<file path="src/rtl/mcp3008_responder.sv">
// Behavioural MCP3008 SPI responder: decodes start/SGL/D2..D0 and returns ch_data[ch] on DOUT.
// Optional LSB-first tail after B0 is enabled by defining MCP3008_LSB_TAIL_EN.
module mcp3008_responder #(
    parameter int N           = 10,
    parameter int CHANNELS    = 8,
    parameter int SYNC_STAGES = 2
) (
    input  logic                         clk,
    input  logic                         reset_n,
    input  logic [CHANNELS-1:0][N-1:0]   ch_data,
    input  logic                         CS_n,
    input  logic                         SCLK,
    input  logic                         SPI_IN,
    output logic                         SPI_OUT,
    output logic                         dout_oe,
    output logic                         cmd_sgl,
    output logic [2:0]                   cmd_ch,
    output logic                         conv_strobe,
    output logic                         busy
);

    localparam int CNT_W = $clog2(N);

    typedef enum logic [2:0] {
        IDLE,
        WAIT_START,
        CMD,
        SAMPLE,
        MSB_OUT,
        LSB_OUT,
        DONE
    } state_t;

    state_t                 state;
    logic [SYNC_STAGES-1:0] cs_sync;
    logic [SYNC_STAGES-1:0] sclk_sync;
    logic [SYNC_STAGES-1:0] din_sync;
    logic [SYNC_STAGES-1:0] flush_sr;
    logic                   sclk_prev_p0;
    logic                   armed;
    logic [CNT_W-1:0]       bit_cnt;
    logic [2:0]             cmd_sr;
    logic [N-1:0]           word_q;

    logic cs_s;
    logic sclk_s;
    logic din_s;
    logic sclk_rise;
    logic sclk_fall;

    function automatic logic [N-1:0] sel_word(input logic [CHANNELS-1:0][N-1:0] d,
                                              input logic [2:0] ch);
        logic [N-1:0] result;
        result = '0;
        for (int i = 0; i < CHANNELS; i++) begin
            if (ch == 3'(i)) result = d[i];
        end
        return result;
    endfunction

    // Synchronizer stage: pins into the clk domain, edge detect on the last two SCLK samples
    always_ff @(posedge clk or negedge reset_n) begin
        if (!reset_n) begin
            cs_sync      <= '1;
            sclk_sync    <= '0;
            din_sync     <= '0;
            flush_sr     <= '0;
            sclk_prev_p0 <= 1'b0;
            armed        <= 1'b0;
        end else begin
            cs_sync      <= {cs_sync[SYNC_STAGES-2:0], CS_n};
            sclk_sync    <= {sclk_sync[SYNC_STAGES-2:0], SCLK};
            din_sync     <= {din_sync[SYNC_STAGES-2:0], SPI_IN};
            flush_sr     <= {flush_sr[SYNC_STAGES-2:0], 1'b1};
            sclk_prev_p0 <= sclk_s;
            // A transfer may only begin once a genuine CS_n high has been seen after reset
            armed        <= armed | (flush_sr[SYNC_STAGES-1] & cs_s);
        end
    end

    assign cs_s      = cs_sync[SYNC_STAGES-1];
    assign sclk_s    = sclk_sync[SYNC_STAGES-1];
    assign din_s     = din_sync[SYNC_STAGES-1];
    assign sclk_rise = sclk_s & ~sclk_prev_p0;
    assign sclk_fall = ~sclk_s & sclk_prev_p0;

    // Data stage: command shift and result capture
    always_ff @(posedge clk) begin
        if (state == CMD && sclk_rise && !cs_s)
            cmd_sr <= {cmd_sr[1:0], din_s};
        if (state == SAMPLE && sclk_fall && !cs_s)
            word_q <= sel_word(ch_data, cmd_ch);
    end

    // Control stage: transfer sequencing and registered pin outputs
    always_ff @(posedge clk or negedge reset_n) begin
        if (!reset_n) begin
            state       <= IDLE;
            SPI_OUT     <= 1'b0;
            dout_oe     <= 1'b0;
            cmd_sgl     <= 1'b0;
            cmd_ch      <= 3'd0;
            conv_strobe <= 1'b0;
            busy        <= 1'b0;
            bit_cnt     <= '0;
        end else begin
            conv_strobe <= 1'b0;
            if (state != IDLE && cs_s) begin
                state   <= IDLE;
                SPI_OUT <= 1'b0;
                dout_oe <= 1'b0;
                busy    <= 1'b0;
            end else begin
                case (state)
                    IDLE: begin
                        SPI_OUT <= 1'b0;
                        dout_oe <= 1'b0;
                        busy    <= 1'b0;
                        if (armed && !cs_s) state <= WAIT_START;
                    end
                    WAIT_START: begin
                        if (sclk_rise && din_s) begin
                            state   <= CMD;
                            bit_cnt <= '0;
                            busy    <= 1'b1;
                        end
                    end
                    CMD: begin
                        if (sclk_rise) begin
                            bit_cnt <= bit_cnt + CNT_W'(1);
                            if (bit_cnt == CNT_W'(3)) begin
                                cmd_sgl <= cmd_sr[2];
                                cmd_ch  <= {cmd_sr[1:0], din_s};
                                state   <= SAMPLE;
                            end
                        end
                    end
                    SAMPLE: begin
                        if (sclk_fall) begin
                            conv_strobe <= 1'b1;
                            SPI_OUT     <= 1'b0;
                            dout_oe     <= 1'b1;
                            bit_cnt     <= '0;
                            state       <= MSB_OUT;
                        end
                    end
                    MSB_OUT: begin
                        if (sclk_fall) begin
                            SPI_OUT <= word_q[CNT_W'(N-1) - bit_cnt];
                            if (bit_cnt == CNT_W'(N-1)) begin
                                bit_cnt <= '0;
`ifdef MCP3008_LSB_TAIL_EN
                                state   <= LSB_OUT;
`else
                                state   <= DONE;
`endif
                            end else begin
                                bit_cnt <= bit_cnt + CNT_W'(1);
                            end
                        end
                    end
`ifdef MCP3008_LSB_TAIL_EN
                    LSB_OUT: begin
                        // B0 is shared with the MSB-first word, so the tail starts at B1
                        if (sclk_fall) begin
                            SPI_OUT <= word_q[bit_cnt + CNT_W'(1)];
                            if (bit_cnt == CNT_W'(N-2)) state <= DONE;
                            else bit_cnt <= bit_cnt + CNT_W'(1);
                        end
                    end
`endif
                    DONE: begin
                        dout_oe <= 1'b1;
                        if (sclk_fall) SPI_OUT <= 1'b0;
                    end
                    default: begin
                        state   <= IDLE;
                        SPI_OUT <= 1'b0;
                        dout_oe <= 1'b0;
                        busy    <= 1'b0;
                    end
                endcase
            end
        end
    end

endmodule

</file>
<file path="config.mk">
export PLATFORM = sky130hd
export DESIGN_NAME = mcp3008_responder
export DESIGN_NICKNAME = d
export VERILOG_FILES = /design/src/rtl/mcp3008_responder.sv
export SDC_FILE = /design/constraint.sdc
export NUM_CORES = 1
export LEC_CHECK = 0
export CAP_MARGIN = 20
export CORE_UTILIZATION = 45
export CTS_BUF_LIST = sky130_fd_sc_hd__clkbuf_2
export DETAILED_ROUTE_END_ITERATION = 16
export PLACE_DENSITY = 0.9
export SYNTH_ARGS = -nofsm -noshare
export SYNTH_HDL_FRONTEND = slang
export SYNTH_SLANG_ARGS = --single-unit
</file>
<file path="constraint.sdc">
create_clock -name clk -period 2.7 [get_ports clk]
set_input_delay 0.54 -clock clk [delete_from_list [all_inputs] [get_ports clk]]
set_output_delay 0.54 -clock clk [all_outputs]
set_load 0.1 [all_outputs]
</file>
Word level (Yosys, flattened, before mapping)

Cells that the tools add are included.
W data, S select, Z words.

Register bits: 38
Bits of input ports: 85
Output and inout port bits: 8
Word-level logic and storage cells: 116

Add/sub/neg operators: 2
$lt $le $gt $ge: 1
Eq/ne operators: 30
Mux-type cells: 38
Bitwise logic cells: 7
Reductions and logical operators: 22

Operators by type and width:

| operator              | count |
|---|---|
| $mux W10              | 8 |
| $mux W3               | 8 |
| $mux W4               | 5 |
| $eq A3 B3 Y1 const B  | 6 |
| $pmux W3 S6           | 1 |
| $pmux W4 S4           | 1 |
| $eq A3 B2 Y1 const B  | 4 |
| $ne A3 B3 Y1 const B  | 4 |
| $mux W1               | 11 |
| $ne A2 B2 Y1 const B  | 5 |
| $reduce_and A8 Y1     | 1 |
| $logic_and A1 B1 Y1   | 7 |
| $eq A3 B1 Y1 const B  | 2 |
| $logic_not A3 Y1      | 2 |
| $ne A2 B1 Y1 const B  | 3 |
| $ne A3 B1 Y1 const B  | 2 |
| $ne A3 B2 Y1 const B  | 2 |
| $pmux W1 S3           | 2 |
| $reduce_and A6 Y1     | 1 |
| $lt A4 B5 Y1 const B  | 1 |
| $add A4 B1 Y4 const B | 1 |
| $bmux W1 S4           | 1 |
| $eq A4 B2 Y1 const B  | 1 |
| $eq A4 B4 Y1 const B  | 1 |
| 14 further kinds      | 20 |

Logic depth before layout (Yosys ltp)

Depth in word-level cells: 9
Gate-level depth with buffers: 6
Mapped depth without buffers: 6

Worst setup path before layout

No wires, ideal clock.

Kind: register -> register
Start: register cmd_ch[0]
End: register word_q[9], data pin
Setup time: 0.260 ns
Arrival time: 2.155 ns
Data required time: 2.440 ns
Slack: 0.285 ns
Stages on the path, launching flop included: 4
Path buffers: 1
Period minus slack after synthesis: 2.415 ns
Path through: dfrtp_1 buf_2 mux4_2 mux2_2

Longest elaborated chain between the ends: 9
Elaborated cells between the ends (all ways): 16
Those cells by class: eq/ne: 7; mux: 8; reduce/logical: 1

RTL lines:

| what                   | RTL line | source |
|---|---|---|
| start, declared        | 17       | `output logic [2:0] cmd_ch,` |
| start signal, assigned | 133      | `cmd_ch <= {cmd_sr[1:0], din_s};` |
| $logic_not A3 Y1       | 56       | `if (ch == 3'(i)) result = d[i];` |
| $mux W10 (7 in series) | 56       |  |
| $mux W10 (*)           | 56       |  |
| end signal, assigned   | 92       | `word_q <= sel_word(ch_data, cmd_ch);` |
| end, declared          | 43       | `logic [N-1:0] word_q;` |

Every way passes the cells marked *; elsewhere a longest branch is shown, timed or not.
A chain may end at the register's enable or synchronous reset.

Final worst setup path

Start: register cmd_ch[2]
End: output cmd_ch[2]

No word-level cell between the ends.

==> impl_metrics.py <==
metrics = {
    "die": {
        "die-width_um": 73.6,
        "core_um2": 4820,
        "num_rows": 25,
        "die_h_um": 73.6,
        "dieArea_um2": 5410,
        "initial_core_util": 0.478,
        "ioPinCount": 93,
    },
    "cts": {
        "numCtsBuffers": 5,
        "hold_buffers": 0,
        "cts_tree": "built",
        "cts_root_buf": "clkbuf_2",
        "clk_latency_ps": 400,
        "clk_pin_slew_ps": 200,
        "cts.sinks": 38,
        "htree_levels": 2,
        "ctsResizeCount": 0,
        "max-clock-path-buffers": 2,
        "post_cts_buffers": 0,
    },
    "global_routing": {
        "grt_pass1_vias": 1919,
        "grt_usage": 0.240,
        "antenna_found_initial": 0,
        "grt_max_degree": 26,
        "grt-ovfl-total": 0,
        "grt_pass1_wl_um": 9420,
    },
    "logic_synthesis": {
        "ys_seq_area_frac": 0.442,
        "synthTopCellsByArea": "dfrtp_1, mux4_2, edfxtp_1",
        "ys_warn_count": 0,
        "yosysTopAreaCell": "dfrtp_1",
        "syn_area_um2": 2300,
        "synth_edf_count": 13,
        "synth-seq-cells": 38,
        "yosys-top-cells-count": "dfrtp_1, mux4_2, mux2_2, edfxtp_1",
        "synth_top_area_frac": 0.250,
        "async_flop_share": 0.658,
        "syn_nets": 258,
        "synth_cells": 170,
        "synth_most_common_cell": "dfrtp_1",
        "ys_types": 42,
        "synth_flop_cell": "dfrtp_1",
        "syn_avg_cell_area_um2": 13.6,
    },
    "timing": {
        "rsz0062_at_grt": "no",
        "tightest_slew_ps": 656,
        "whs_ps": 371,
        "fin_setup_tns_ps": 0,
        "maxSlewHeadroom": 0.559,
        "fin_crit_sh": 0.755,
        "finalCriticalPeriod_ps": 2040,
        "setup_viol": 0,
        "max_freq_ghz": 0.490,
        "final-hold-violation-count": 0,
        "drv_slew": 0,
        "finalClockSkew_ps": 11.4,
    },
    "finish": {
        "num_antenna_cells": 0,
        "syn2layout_area_growth_pct": 45.7,
        "stdcell_area_um2": 3360,
        "layout-drive-gt1-share": 0.252,
        "nets": 349,
        "fillers": 336,
    },
    "power_and_ir_drop": {
        "internal_power_mw": 1.04,
        "seq_power_share": 0.477,
        "clockPowerShare": 0.237,
        "power_density_nw_per_um2": 447,
        "ir_worst_vdd_mv": 0.244,
        "p_leak_nw": 1.21,
        "switching_share": 0.309,
        "p_comb_frac": 0.286,
        "p_switching_mw": 0.464,
    },
    "worst_hold_path": {
        "hold_class": "register to register",
    },
    "worst_setup_path": {
        "critPathMaxFanout": 12,
        "crit_buf_inv": 1,
        "crit_chain": "buf_4",
        "slowest_stage": "dfrtp_1",
        "critical_path.max_stage_delay_ps": 710,
        "endpoint_kind": "output pin",
        "worstPathRequired_ps": 2160,
        "critPathKind": "register to output pin",
        "worstSetupStartpointType": "register",
        "critical-path-top-delay-family": "flip-flops",
        "critPathArrivalTime_ps": 1500,
    },
    "drt": {
        "drt-initial-drc-count": 71,
        "finalWirelength_um": 5700,
        "drc": 0,
        "ant_nets": 0,
        "viasPerCell": 5.50,
        "vias": 1810,
        "first_pass_iters": 4,
        "wl_per_cell_um": 17.3,
    },
    "job": {
        "cap_violations": 0,
    },
    "placed_design": {
        "dp_hpwl_um": 4510,
        "io_buffers": 92,
        "gp_congestion": 0.786,
        "placed_area_um2": 3290,
    },
    "outcome": {
        "outcome": "complete, no violations",
    },
}
[layout by cell type (no fill, tap or decap), types with 3 or more instances in the layout]
| cell | count |
|---|---|
| nor3_1 | 3 |
| ha_1 | 3 |
| o21ai_0 | 5 |
| nor4_1 | 4 |
| nand2b_1 | 3 |
| nand2_1 | 6 |
| nor2_1 | 6 |
| mux2_2 | 16 |
| a21oi_1 | 7 |
| edfxtp_1 | 13 |
| clkbuf_2 | 5 |
| dfrtp_1 | 23 |
| buf_4 | 12 |
| inv_1 | 6 |
| a21o_1 | 3 |
| clkdlybuf4s50_1 | 84 |
| mux2i_1 | 3 |
| mux4_2 | 22 |
[stage by stage]
step           setup WS (ps)  utilization  power [mW]  cells
6_report                 661        0.697        1.50    329
5_1_grt                  565        0.697        1.58    329
4_1_cts                  644        0.697        1.51    329
3_5_place_dp             701        0.683        1.15    321
3_3_place_gp             742        0.683        1.14    321
2_1_floorplan            285            -       0.979    170
[cell type report]
| class | instances | area [µm²] | share of cell area |
|---|---|---|---|
| Clock buffer | 5 | 25.0 | 0.00745 |
| Tap cell | 67 | 83.8 | 0.0250 |
| Sequential cell | 38 | 1020 | 0.303 |
| Multi-Input combinational cell | 113 | 1210 | 0.361 |
| Inverter | 6 | 22.5 | 0.00671 |
| Timing Repair Buffer | 97 | 951 | 0.283 |
| Clock inverter | 3 | 45.0 | 0.0134 |
[power groups by stage]
stage	Sequential, mW	Clock (mW)	Combinational, mW
floorplan	0.673	0	0.305
global placement	0.723	0	0.417
detailed placement	0.725	0	0.428
CTS	0.714	0.363	0.429
global route	0.726	0.387	0.468
finish	0.717	0.355	0.430
[registers in the layout, indices dropped and copies added (netlist names), 2 cells and up]
signal and cells:
sclk_sync 2, din_sync 2, word_q 10, cs_sync 2, bit_cnt 4, flush_sr 2, state 3, cmd_sr 3
cmd_ch 3
[kinds of logic after synthesis]
logic type / Yosys count / share of synthesized area
other: 1 / 0.00163
muxes: 41 / 0.306
xor gates and xnor gates: 2 / 0.00760
adders and majority gates: 3 / 0.0163
DFF: 38 / 0.442
and+or+nand+nor: 36 / 0.0988
AOI/OAI and AO/OA: 30 / 0.0928
buffers and inverters: 19 / 0.0347
[per-layer routing]
| layer | global-route usage | vias up | wire, µm | part of all wire |
|---|---|---|---|---|
| met3 | 0.0658 | 6 | 328 | 0.058 |
| met5 | 0 | - | 0 | 0 |
| met2 | 0.413 | 76 | 3010 | 0.53 |
| met4 | 0.100 | 0 | 102 | 0.018 |
| met1 | 0.282 | 872 | 2260 | 0.40 |
| li1 | - | 856 | - | - |
[final timing paths]
kind | startpoint | to | slack (ps) | cells after the start
min reg2reg | cs_sync[0]$_DFF_PN1_ | cs_sync[1]$_DFF_PN1_ | 370 | 0
max reg2reg | bit_cnt[0]$_DFFE_PN0P_ | cmd_ch[1]$_DFFE_PN0P_ | 700 | 5
max | cmd_ch[2]$_DFFE_PN0P_ | cmd_ch[2] | 660 | 1
min in group asynchronous | reset_n | bit_cnt[3]$_DFFE_PN0P_ | 470 | 2
min | cs_sync[0]$_DFF_PN1_ | cs_sync[1]$_DFF_PN1_ | 370 | 0
max in group asynchronous | reset_n | cs_sync[1]$_DFF_PN1_ | 1920 | 2
Power figures use the tool's default switching activity.
